`src/rtl/color_pkg.sv`:
```
// color_pkg
//   Definitions shared by color_receiver and color_transmitter, so that both
//   ends of the USB-UART link agree on baud derivation, byte order and the
//   byte-level state encoding.
//   Contents:
//     clks_per_bit()   - clock cycles per UART bit for a clock/baud pair
//     BYTES_PER_PIXEL  - bytes in one RGB pixel (R first, then G, then B)
//     ST_*             - byte FSM state encoding
//     rgb_t            - 24-bit pixel type
package color_pkg;

  localparam int BYTES_PER_PIXEL = 3;

  localparam logic [1:0] ST_IDLE  = 2'd0;
  localparam logic [1:0] ST_START = 2'd1;
  localparam logic [1:0] ST_DATA  = 2'd2;
  localparam logic [1:0] ST_STOP  = 2'd3;

  typedef logic [23:0] rgb_t;

  function automatic int clks_per_bit(input int clk_freq, input int baud);
    return clk_freq / baud;
  endfunction

endpackage

```
`src/rtl/uart_rx_byte.sv`:
```
// uart_rx_byte
//   8N1 byte deserialiser: 2-flop synchroniser on the serial input followed
//   by an IDLE/START/DATA/STOP state machine that samples each bit at its
//   centre.
//   Ports:
//     clk       in   system clock
//     reset_n   in   asynchronous active-low reset
//     rxd       in   serial input, idle high, asynchronous to clk
//     rx_byte   out  last byte shifted in (meaningful while byte_stb = 1)
//     byte_stb  out  one-cycle pulse: byte received with a good stop bit
//     stop_err  out  one-cycle pulse: stop bit sampled low, byte dropped
//     active    out  FSM is not IDLE
module uart_rx_byte
  import color_pkg::*;
#(
  parameter int CLKS_PER_BIT = 868
) (
  input  logic       clk,
  input  logic       reset_n,
  input  logic       rxd,
  output logic [7:0] rx_byte,
  output logic       byte_stb,
  output logic       stop_err,
  output logic       active
);

  localparam int CW = $clog2(CLKS_PER_BIT);
  localparam logic [CW-1:0] HALF_LAST = CW'(CLKS_PER_BIT / 2 - 1);
  localparam logic [CW-1:0] FULL_LAST = CW'(CLKS_PER_BIT - 1);

  logic          rx_s1;
  logic          rx_s2;
  logic [1:0]    state;
  logic [CW-1:0] cnt;
  logic [2:0]    bit_idx;
  logic [7:0]    shift;

  // Synchroniser stage; preset high so reset does not look like a start bit.
  always_ff @(posedge clk or negedge reset_n) begin
    if (!reset_n) begin
      rx_s1 <= 1'b1;
      rx_s2 <= 1'b1;
    end else begin
      rx_s1 <= rxd;
      rx_s2 <= rx_s1;
    end
  end

  // Byte FSM stage
  always_ff @(posedge clk or negedge reset_n) begin
    if (!reset_n) begin
      state    <= ST_IDLE;
      cnt      <= '0;
      bit_idx  <= '0;
      byte_stb <= 1'b0;
      stop_err <= 1'b0;
    end else begin
      byte_stb <= 1'b0;
      stop_err <= 1'b0;
      case (state)
        ST_IDLE: begin
          cnt <= '0;
          if (!rx_s2) state <= ST_START;
        end
        ST_START: begin
          if (cnt == HALF_LAST) begin
            cnt     <= '0;
            bit_idx <= '0;
            // A line back high at mid-start was a glitch: drop it silently.
            state   <= rx_s2 ? ST_IDLE : ST_DATA;
          end else begin
            cnt <= cnt + 1'b1;
          end
        end
        ST_DATA: begin
          if (cnt == FULL_LAST) begin
            cnt <= '0;
            if (bit_idx == 3'd7) state <= ST_STOP;
            bit_idx <= bit_idx + 3'd1;
          end else begin
            cnt <= cnt + 1'b1;
          end
        end
        default: begin
          // Leave from mid-stop so a back-to-back start edge is not missed.
          if (cnt == FULL_LAST) begin
            cnt      <= '0;
            byte_stb <= rx_s2;
            stop_err <= ~rx_s2;
            state    <= ST_IDLE;
          end else begin
            cnt <= cnt + 1'b1;
          end
        end
      endcase
    end
  end

  // Data shift register, LSB first; qualified by byte_stb so needs no reset.
  always_ff @(posedge clk) begin
    if (state == ST_DATA && cnt == FULL_LAST) shift <= {rx_s2, shift[7:1]};
  end

  assign rx_byte = shift;
  assign active  = (state != ST_IDLE);

endmodule

```
`src/rtl/color_receiver.sv`:
```
// color_receiver
//   UART 8N1 receiver that assembles every three bytes (R, G, B) into one
//   24-bit pixel and presents it through a one-entry valid/ready register.
//   A partial pixel is abandoned after TIMEOUT_BITS idle bit-times or on a
//   framing error.
//   Ports:
//     clk        in   system clock
//     reset_n    in   asynchronous active-low reset
//     RxD        in   serial input, idle high
//     rgb        out  pixel {R, G, B}
//     valid      out  rgb holds an unconsumed pixel
//     ready      in   consumer accepts on valid & ready
//     busy       out  inside a byte or holding a partial pixel
//     frame_err  out  sticky: a stop bit was sampled low
//     overrun    out  sticky: a pixel arrived while the register was full
module color_receiver
  import color_pkg::*;
#(
  parameter int CLK_FREQ     = 100_000_000,
  parameter int BAUD         = 115200,
  parameter int TIMEOUT_BITS = 20
) (
  input  logic        clk,
  input  logic        reset_n,
  input  logic        RxD,
  output logic [23:0] rgb,
  output logic        valid,
  input  logic        ready,
  output logic        busy,
  output logic        frame_err,
  output logic        overrun
);

  localparam int CLKS_PER_BIT = clks_per_bit(CLK_FREQ, BAUD);
  localparam int TLIM         = TIMEOUT_BITS * CLKS_PER_BIT;
  localparam int TW           = $clog2(TLIM + 1);
  localparam logic [TW-1:0] TLIM_W   = TW'(TLIM);
  localparam logic [1:0]    LAST_IDX = 2'(BYTES_PER_PIXEL - 1);

  logic [7:0]    rx_byte;
  logic          byte_stb;
  logic          stop_err;
  logic          rx_active;
  logic [1:0]    idx;
  logic [TW-1:0] tcnt;
  logic [7:0]    slot_r;
  logic [7:0]    slot_g;
  logic          pixel_done;
  rgb_t          pixel;

  uart_rx_byte #(
    .CLKS_PER_BIT (CLKS_PER_BIT)
  ) u_rx (
    .clk      (clk),
    .reset_n  (reset_n),
    .rxd      (RxD),
    .rx_byte  (rx_byte),
    .byte_stb (byte_stb),
    .stop_err (stop_err),
    .active   (rx_active)
  );

  assign pixel_done = byte_stb && (idx == LAST_IDX);
  assign pixel      = {slot_r, slot_g, rx_byte};
  assign busy       = rx_active || (idx != 2'd0);

  // Byte slots: only read once all three bytes have arrived, so no reset.
  always_ff @(posedge clk) begin
    if (byte_stb) begin
      case (idx)
        2'd0:    slot_r <= rx_byte;
        2'd1:    slot_g <= rx_byte;
        default: ;
      endcase
    end
  end

  // Assembly, timeout and holding register stage
  always_ff @(posedge clk or negedge reset_n) begin
    if (!reset_n) begin
      idx       <= '0;
      tcnt      <= '0;
      rgb       <= '0;
      valid     <= 1'b0;
      frame_err <= 1'b0;
      overrun   <= 1'b0;
    end else begin
      // Gap counter only runs between bytes of a started pixel.
      if (rx_active || idx == 2'd0) tcnt <= '0;
      else if (tcnt != TLIM_W)      tcnt <= tcnt + 1'b1;

      if (stop_err) begin
        frame_err <= 1'b1;
        idx       <= '0;
      end else if (byte_stb) begin
        idx <= pixel_done ? 2'd0 : idx + 2'd1;
      end else if (tcnt == TLIM_W) begin
        idx <= '0;
      end

      if (pixel_done) begin
        if (!valid || ready) begin
          rgb   <= pixel;
          valid <= 1'b1;
        end else begin
          overrun <= 1'b1;
        end
      end else if (valid && ready) begin
        valid <= 1'b0;
      end
    end
  end

endmodule

```
`config.mk`:
```
export PLATFORM = sky130hd
export DESIGN_NAME = color_receiver
export DESIGN_NICKNAME = d
export VERILOG_FILES = /design/src/rtl/color_pkg.sv /design/src/rtl/uart_rx_byte.sv /design/src/rtl/color_receiver.sv
export SDC_FILE = /design/constraint.sdc
export NUM_CORES = 1
export LEC_CHECK = 0
export ABC_CLOCK_PERIOD_IN_PS = 3000
export BUFFER_PORTS_ARGS = -buffer_cell sky130_fd_sc_hd__buf_2
export CORE_MARGIN = 2
export CORE_UTILIZATION = 59
export DETAILED_ROUTE_END_ITERATION = 6
export PLACE_DENSITY = 0.79
export SLEW_MARGIN = 10
export SYNTH_ARGS = -nofsm -noshare
export SYNTH_HDL_FRONTEND = slang
export SYNTH_HIERARCHICAL = 1
export SYNTH_SLANG_ARGS = --single-unit
export TNS_END_PERCENT = 1
```
`constraint.sdc`:
```
create_clock -name clk -period 3 [get_ports clk]
set_input_delay 0.15 -clock clk [delete_from_list [all_inputs] [get_ports clk]]
set_output_delay 0.15 -clock clk [all_outputs]
set_load 0.005 [all_outputs]
```
# After elaboration in Yosys (flattened, before gate mapping)
# Index checks and enable logic that the tools add are counted.
# op_classes
add_sub_neg	4
eq_ne	14
mux	26
n_bitwise	2
n_reduce_logical	24
# ops
cell	count
$mux W15	2
$mux W10	2
$mux W2	10
$pmux W10 S2	1
$add A15 B1 Y15 const B	1
$eq A15 B15 Y1 const B	1
$ne A15 B15 Y1 const B	1
$add A10 B1 Y10 const B	1
$eq A10 B10 Y1 const B	1
$eq A10 B9 Y1 const B	1
$reduce_and A2 Y1	5
$reduce_bool A2 Y1	5
$ne A2 B1 Y1 const B	4
$mux W1	7
$mux W3	2
$pmux W2 S3	1
$pmux W3 S2	1
$reduce_bool A3 Y1	2
$reduce_and A5 Y1	1
$eq A2 B1 Y1 const B	2
$eq A2 B2 Y1 const B	2
$logic_not A2 Y1	2
$add A3 B1 Y3 const B	1
$eq A3 B3 Y1 const B	1
other kinds (8)	13
# totals
reg_bits	87
inputBits	4
out_inout_bits	28
elab_cells	86

# Depth between registers and ports, before layout
# depth
word_depth	5
depth_mapped	6

# Cells and area by module
# The synthesis kept the hierarchy.
# modules_own_cells
module	n_inst	cells_each	area_each_um2	seq_area_each_um2
color_receiver	1	177	2439.8	1581.5
uart_rx_byte	1	88	1196.1	718.2

# Worst setup path before layout
# Ideal clock, no wire load.
# synth_timing
kind	register to register
startpoint	register u_rx.cnt[0]
endpoint	register u_rx.bit_idx[0]
arrival_ns	1.988
setup_slack_ns	0.886
stages_incl_launch_ff	6
path_buffers	0
period_less_slack_ns	2.114
path_cell_list	dfrtp_1 > ha_1 > or3b_1 > nor4_4 > nor2b_1 > mux2_4
# synth_between
elab_chain_len	3
# synth_rtl
item	line_no	text
start: declaration	uart_rx_byte.sv:34	logic [CW-1:0] cnt;
start signal: assignment	uart_rx_byte.sv:72	cnt <= cnt + 1'b1;
start signal: assignment	uart_rx_byte.sv:81	cnt <= cnt + 1'b1;
start signal: assignment	uart_rx_byte.sv:92	cnt <= cnt + 1'b1;
$eq A10 B10 Y1 or $eq A10 B9 Y1 (tied branches)	uart_rx_byte.sv:76, uart_rx_byte.sv:66	
$ne A2 B1 Y1 (no source line)	-	
$reduce_and A3 Y1 (no source line) (*)	-	
end signal: assignment	uart_rx_byte.sv:79	bit_idx <= bit_idx + 3'd1;
end: declaration	uart_rx_byte.sv:35	logic [2:0] bit_idx;
# Mark *: on every way between the ends. The rest lies on a longest branch, timed or not.
# A chain may end at the register's enable or synchronous reset.

# Worst setup path in the final report
# Ends and elaborated chain as after synthesis.

==> flow_results.org <==
** Power and ir drop
- The worst-case IR drop observed on VDD is 0.3466 mV.
- Leakage component of the power :: 1.813 nW
- Power consumption :: 2.138 mW
- Power per Cell Area :: 517.3 nW/µm²

** Clock tree
- Counting every sink on the clock net gives 87.
- The clock passes through at most 2 buffers.
- Number of buffers created by CTS :: 9
- After clock tree synthesis, the clock-pin slew on the worst setup and hold paths is 0.09 ns.
- Insertion delay to the later sink of the worst-skew pair :: 0.35 ns
- Clock tree from TritonCTS :: built
- Number of H-tree levels :: 3
- CTS root buffer :: clkbuf_8

** Logic synthesis
- The share of the Yosys chip area taken by registers is 0.6325.
- Cell accounting for the most synthesized area :: dfrtp_1
- The number of nets in the synthesized netlist is 275.
- Netlist cell types :: 50
- Averaged over all synthesized cells, the footprint is roughly 14 µm².
- In the post-synthesis netlist, the cell with the most instances is dfrtp_1.
- Share of Yosys cell area claimed by the top area cell type :: 0.4198
- Leading post-synthesis cells by instance count :: dfrtp_1 (61), edfxtp_1 (24), mux2_2 (24), nand2_1 (18), nor2_1 (15)
- Share of synthesized registers carrying an async set or reset :: 0.7241
- The synthesized netlist occupies a cell area of 3636 µm².
- Flop and latch count out of synthesis :: 87
- Synth Flop Type :: dfrtp_1
- The synthesized design contains 24 enable-type register cells.
- During synthesis, Yosys emitted a total of 6 warnings.
- Ranking of synthesized cells by area :: dfrtp_1 (42%), edfxtp_1 (20%), mux2_2 (7.4%)
- Count of mapped cells out of synthesis :: 265

** Final layout
- In the final layout, the share of cells above drive strength 1 is 0.3045.
- The sequential cells in the finished layout cover a total of between 2000 and 2500 µm².
- The filler cells instantiated in the layout total 407.
- Number of antenna repair diodes :: 0
- At the end of the flow, the number of nets in the layout was 317.
- Compared with the post-synthesis result, the final layout area differs by 13.66%.
- Summing all multi-input logic gate instances after layout gives about 1300 µm².

** Global route
- The total overflow left after global routing is 0.
- Overall routing resource usage :: 0.1972
- First-pass GRT wire length :: 9811 µm
- Maximum number of pins on one net before global-route repair :: 64
- The number of antenna violations at the first check in global routing is 0.
- The via count of the first global-routing pass is 2128.

** Worst setup path
- Arrival time at the worst endpoint :: 2.43 ns
- STA puts the critical path data required time at 3.24 ns.
- The worst register-to-register path ends at u_rx/bit_idx[0]$_DFFE_PN0P_.
- Internal reg-to-reg setup slack :: 0.81 ns
- The startpoint identified for the worst register-to-register timing path is u_rx/cnt[0]$_DFF_PN0_.
- The worst setup path is captured at a register.
- In this run the worst path has a maximum fanout of 8.
- Kind of start point of the critical path :: register
- Path type of the worst setup path :: register to register
- The number of cells on the worst reg-to-reg path is 6.

** Detailed routing
- Via count normalized by instance count :: 5.711
- Number of remaining DRC errors :: 0
- Total wire length after detailed routing :: 6015 µm
- DR vias :: between 2000 and 2500
- The count of nets left with antenna violations once routing finished came out at 0.
- Violation count after the first detailed-routing iteration :: 137
- Pre-Repair DR Iteration Count :: 5
- Mean routed wirelength per cell :: 15.54 µm

** Timing
- The number of max-slew violations in the final report is 0.
- Total Negative Setup Slacks :: 0 ns
- At the pin with the least slew margin, the transition time is 0.8357 ns.
- Clock skew on the completed layout was measured at between 0.008 and 0.009 ns.
- Static timing analysis puts the maximum clock frequency at 0.4558 GHz.
- Max-Slew Margin vs Limit :: 0.4408
- Setup-violating endpoint count in the final report :: 0
- Total count of hold-check failures in the final report :: 0
- Setup slack on the critical path of the routed design comes to 0.8059 ns.
- In the finished design, the share of the clock period the worst path needs comes to 0.7314.
- The worst path in the final design needs a cycle of between 2 and 2.5 ns, including I/O delays and setup.
- Setup repair after global routing left no endpoint under its margin.

** Placed design
- HPWL after detailed placement :: 3934 µm
- Prior to clock tree synthesis, the placed netlist has a worst setup slack of 0.8197 ns.
- Placer's final routability congestion estimate :: 0.8111
- Count of port buffers added during placement :: 31

** Die
- For this configuration, the core starts out at a cell density of 0.6105.
- In this run the count of I/O pins placed on the die edge is 32.
- Area of the core region :: 5956 µm²
- The die is 82.50 µm wide.
- From bottom edge to top edge, the die measures 82.50 µm.
- Die area :: 6806 µm²
- Standard-cell row count :: 28

** Job
- The tool flagged a number of max-cap violations equal to 0.

** Worst hold path
- Hold path start :: ready
- Worst hold path endpoint :: valid$_DFFE_PN0P_
- The worst hold path was traced through 3 stages.
- The path class of the tightest hold or removal check is input pin to register.

** Status
- The flow ran to the end, and the final reports show no timing, DRC or antenna violations.
## cell usage in the layout (no fill, tap or decap), types with 3 or more instances in the layout
master,n
nor4_1,3
o21ai_0,3
o31ai_1,5
nand3b_1,5
inv_1,8
clkbuf_8,9
or3_1,3
nand4_1,5
xnor2_1,4
nand3_1,10
nand2_1,18
or2_2,3
mux2i_1,5
nor2_1,15
a21oi_1,7
or4_1,5
buf_2,31
mux2_2,24
dfrtp_1,61
ha_1,6
buf_4,4
o2bb2ai_1,3
edfxtp_1,24
nand2b_1,3
xor2_1,6
## stage by stage
stage	instance area, µm²	hold WS [ns]	util	std cells
finish	4133	0.1061	0.6939	387
global route	4133	0.1188	0.6939	387
CTS	4133	0.09723	0.6939	387
detailed placement	3886	0.2584	0.6525	369
global placement	3886	0.2565	0.6525	369
floorplan	3636	-0.1456	-	265
## timing repair
item	CTS	global route
setup buffers	0	0
gates resized for setup	0	0
hold buffers	2	0
endpoints found under the hold margin	62	0
## cell families (layout without fill, tap and decap cells)
group | after synthesis | in the layout | share of synthesized area
adders and majority gates | 6 | 6 | 0.02065
and+or+nand+nor | 92 | 92 | 0.1586
DFF | 87 | 87 | 0.6325
muxes | 30 | 30 | 0.09222
AOI/OAI and AO/OA | 26 | 26 | 0.05506
buffers and inverters | 14 | 61 | 0.01686
xor gates and xnor gates | 10 | 10 | 0.02409
## cell type report
type                            count  area share
Inverter                            8    0.007266
Clock buffer                        9     0.02997
Multi-Input combinational cell    164      0.3091
Sequential cell                    87      0.5565
Tap cell                           75     0.02271
Clock inverter                      7     0.02483
Timing Repair Buffer               37     0.04965
## report_power, final
part	internal [mW]	switching, mW	leakage (nW)
Combinational	0.00462	0.0166	0.623
Clock	0.480	0.421	0.116
Sequential	1.21	0.00127	1.07
Total	1.70	0.439	1.81
## worst max path at each step
stage                          start                          end  slack, ns  depth (start not counted)
4_1_cts        u_rx/cnt[0]$_DFF_PN0_  u_rx/bit_idx[0]$_DFFE_PN0P_       0.81                          6
2_1_floorplan  u_rx/cnt[0]$_DFF_PN0_  u_rx/bit_idx[0]$_DFFE_PN0P_       0.89                          5
5_1_grt        u_rx/cnt[0]$_DFF_PN0_  u_rx/bit_idx[0]$_DFFE_PN0P_       0.74                          6
6_report       u_rx/cnt[0]$_DFF_PN0_  u_rx/bit_idx[0]$_DFFE_PN0P_       0.81                          6
3_3_place_gp   u_rx/cnt[0]$_DFF_PN0_  u_rx/bit_idx[0]$_DFFE_PN0P_       0.88                          6
3_5_place_dp   u_rx/cnt[0]$_DFF_PN0_  u_rx/bit_idx[0]$_DFFE_PN0P_       0.82                          6
## metal layers
layer | wire length (µm) | up-vias | track usage
met5 | 0 | - | 0
met2 | 2918 | 53 | 0.3145
met4 | 81 | 0 | 0.09016
met3 | 271 | 7 | 0.06304
met1 | 2744 | 1099 | 0.2465
li1 | - | 1051 | -
## sequential cells by signal (all words and copies together), names as in the netlist
signal,cells
u_rx/rx_byte,8
u_rx/rx_s1,1
valid,1
u_rx/cnt,10
u_rx/bit_idx,3
slot_g,8
u_rx/stop_err,1
frame_err,1
u_rx/rx_s2,1
overrun,1
slot_r,8
tcnt,15
idx,2
u_rx/byte_stb,1
u_rx/state,2
rgb,24
## critical path, stage by stage (launching register included)
cell and delay (ns):
dfrtp_1 0.45, ha_1 0.24, or3b_1 0.44, nor4_4 0.39, buf_4 0.24, nor2b_1 0.08
mux2_4 0.26
(Power assumes the default switching activity.)
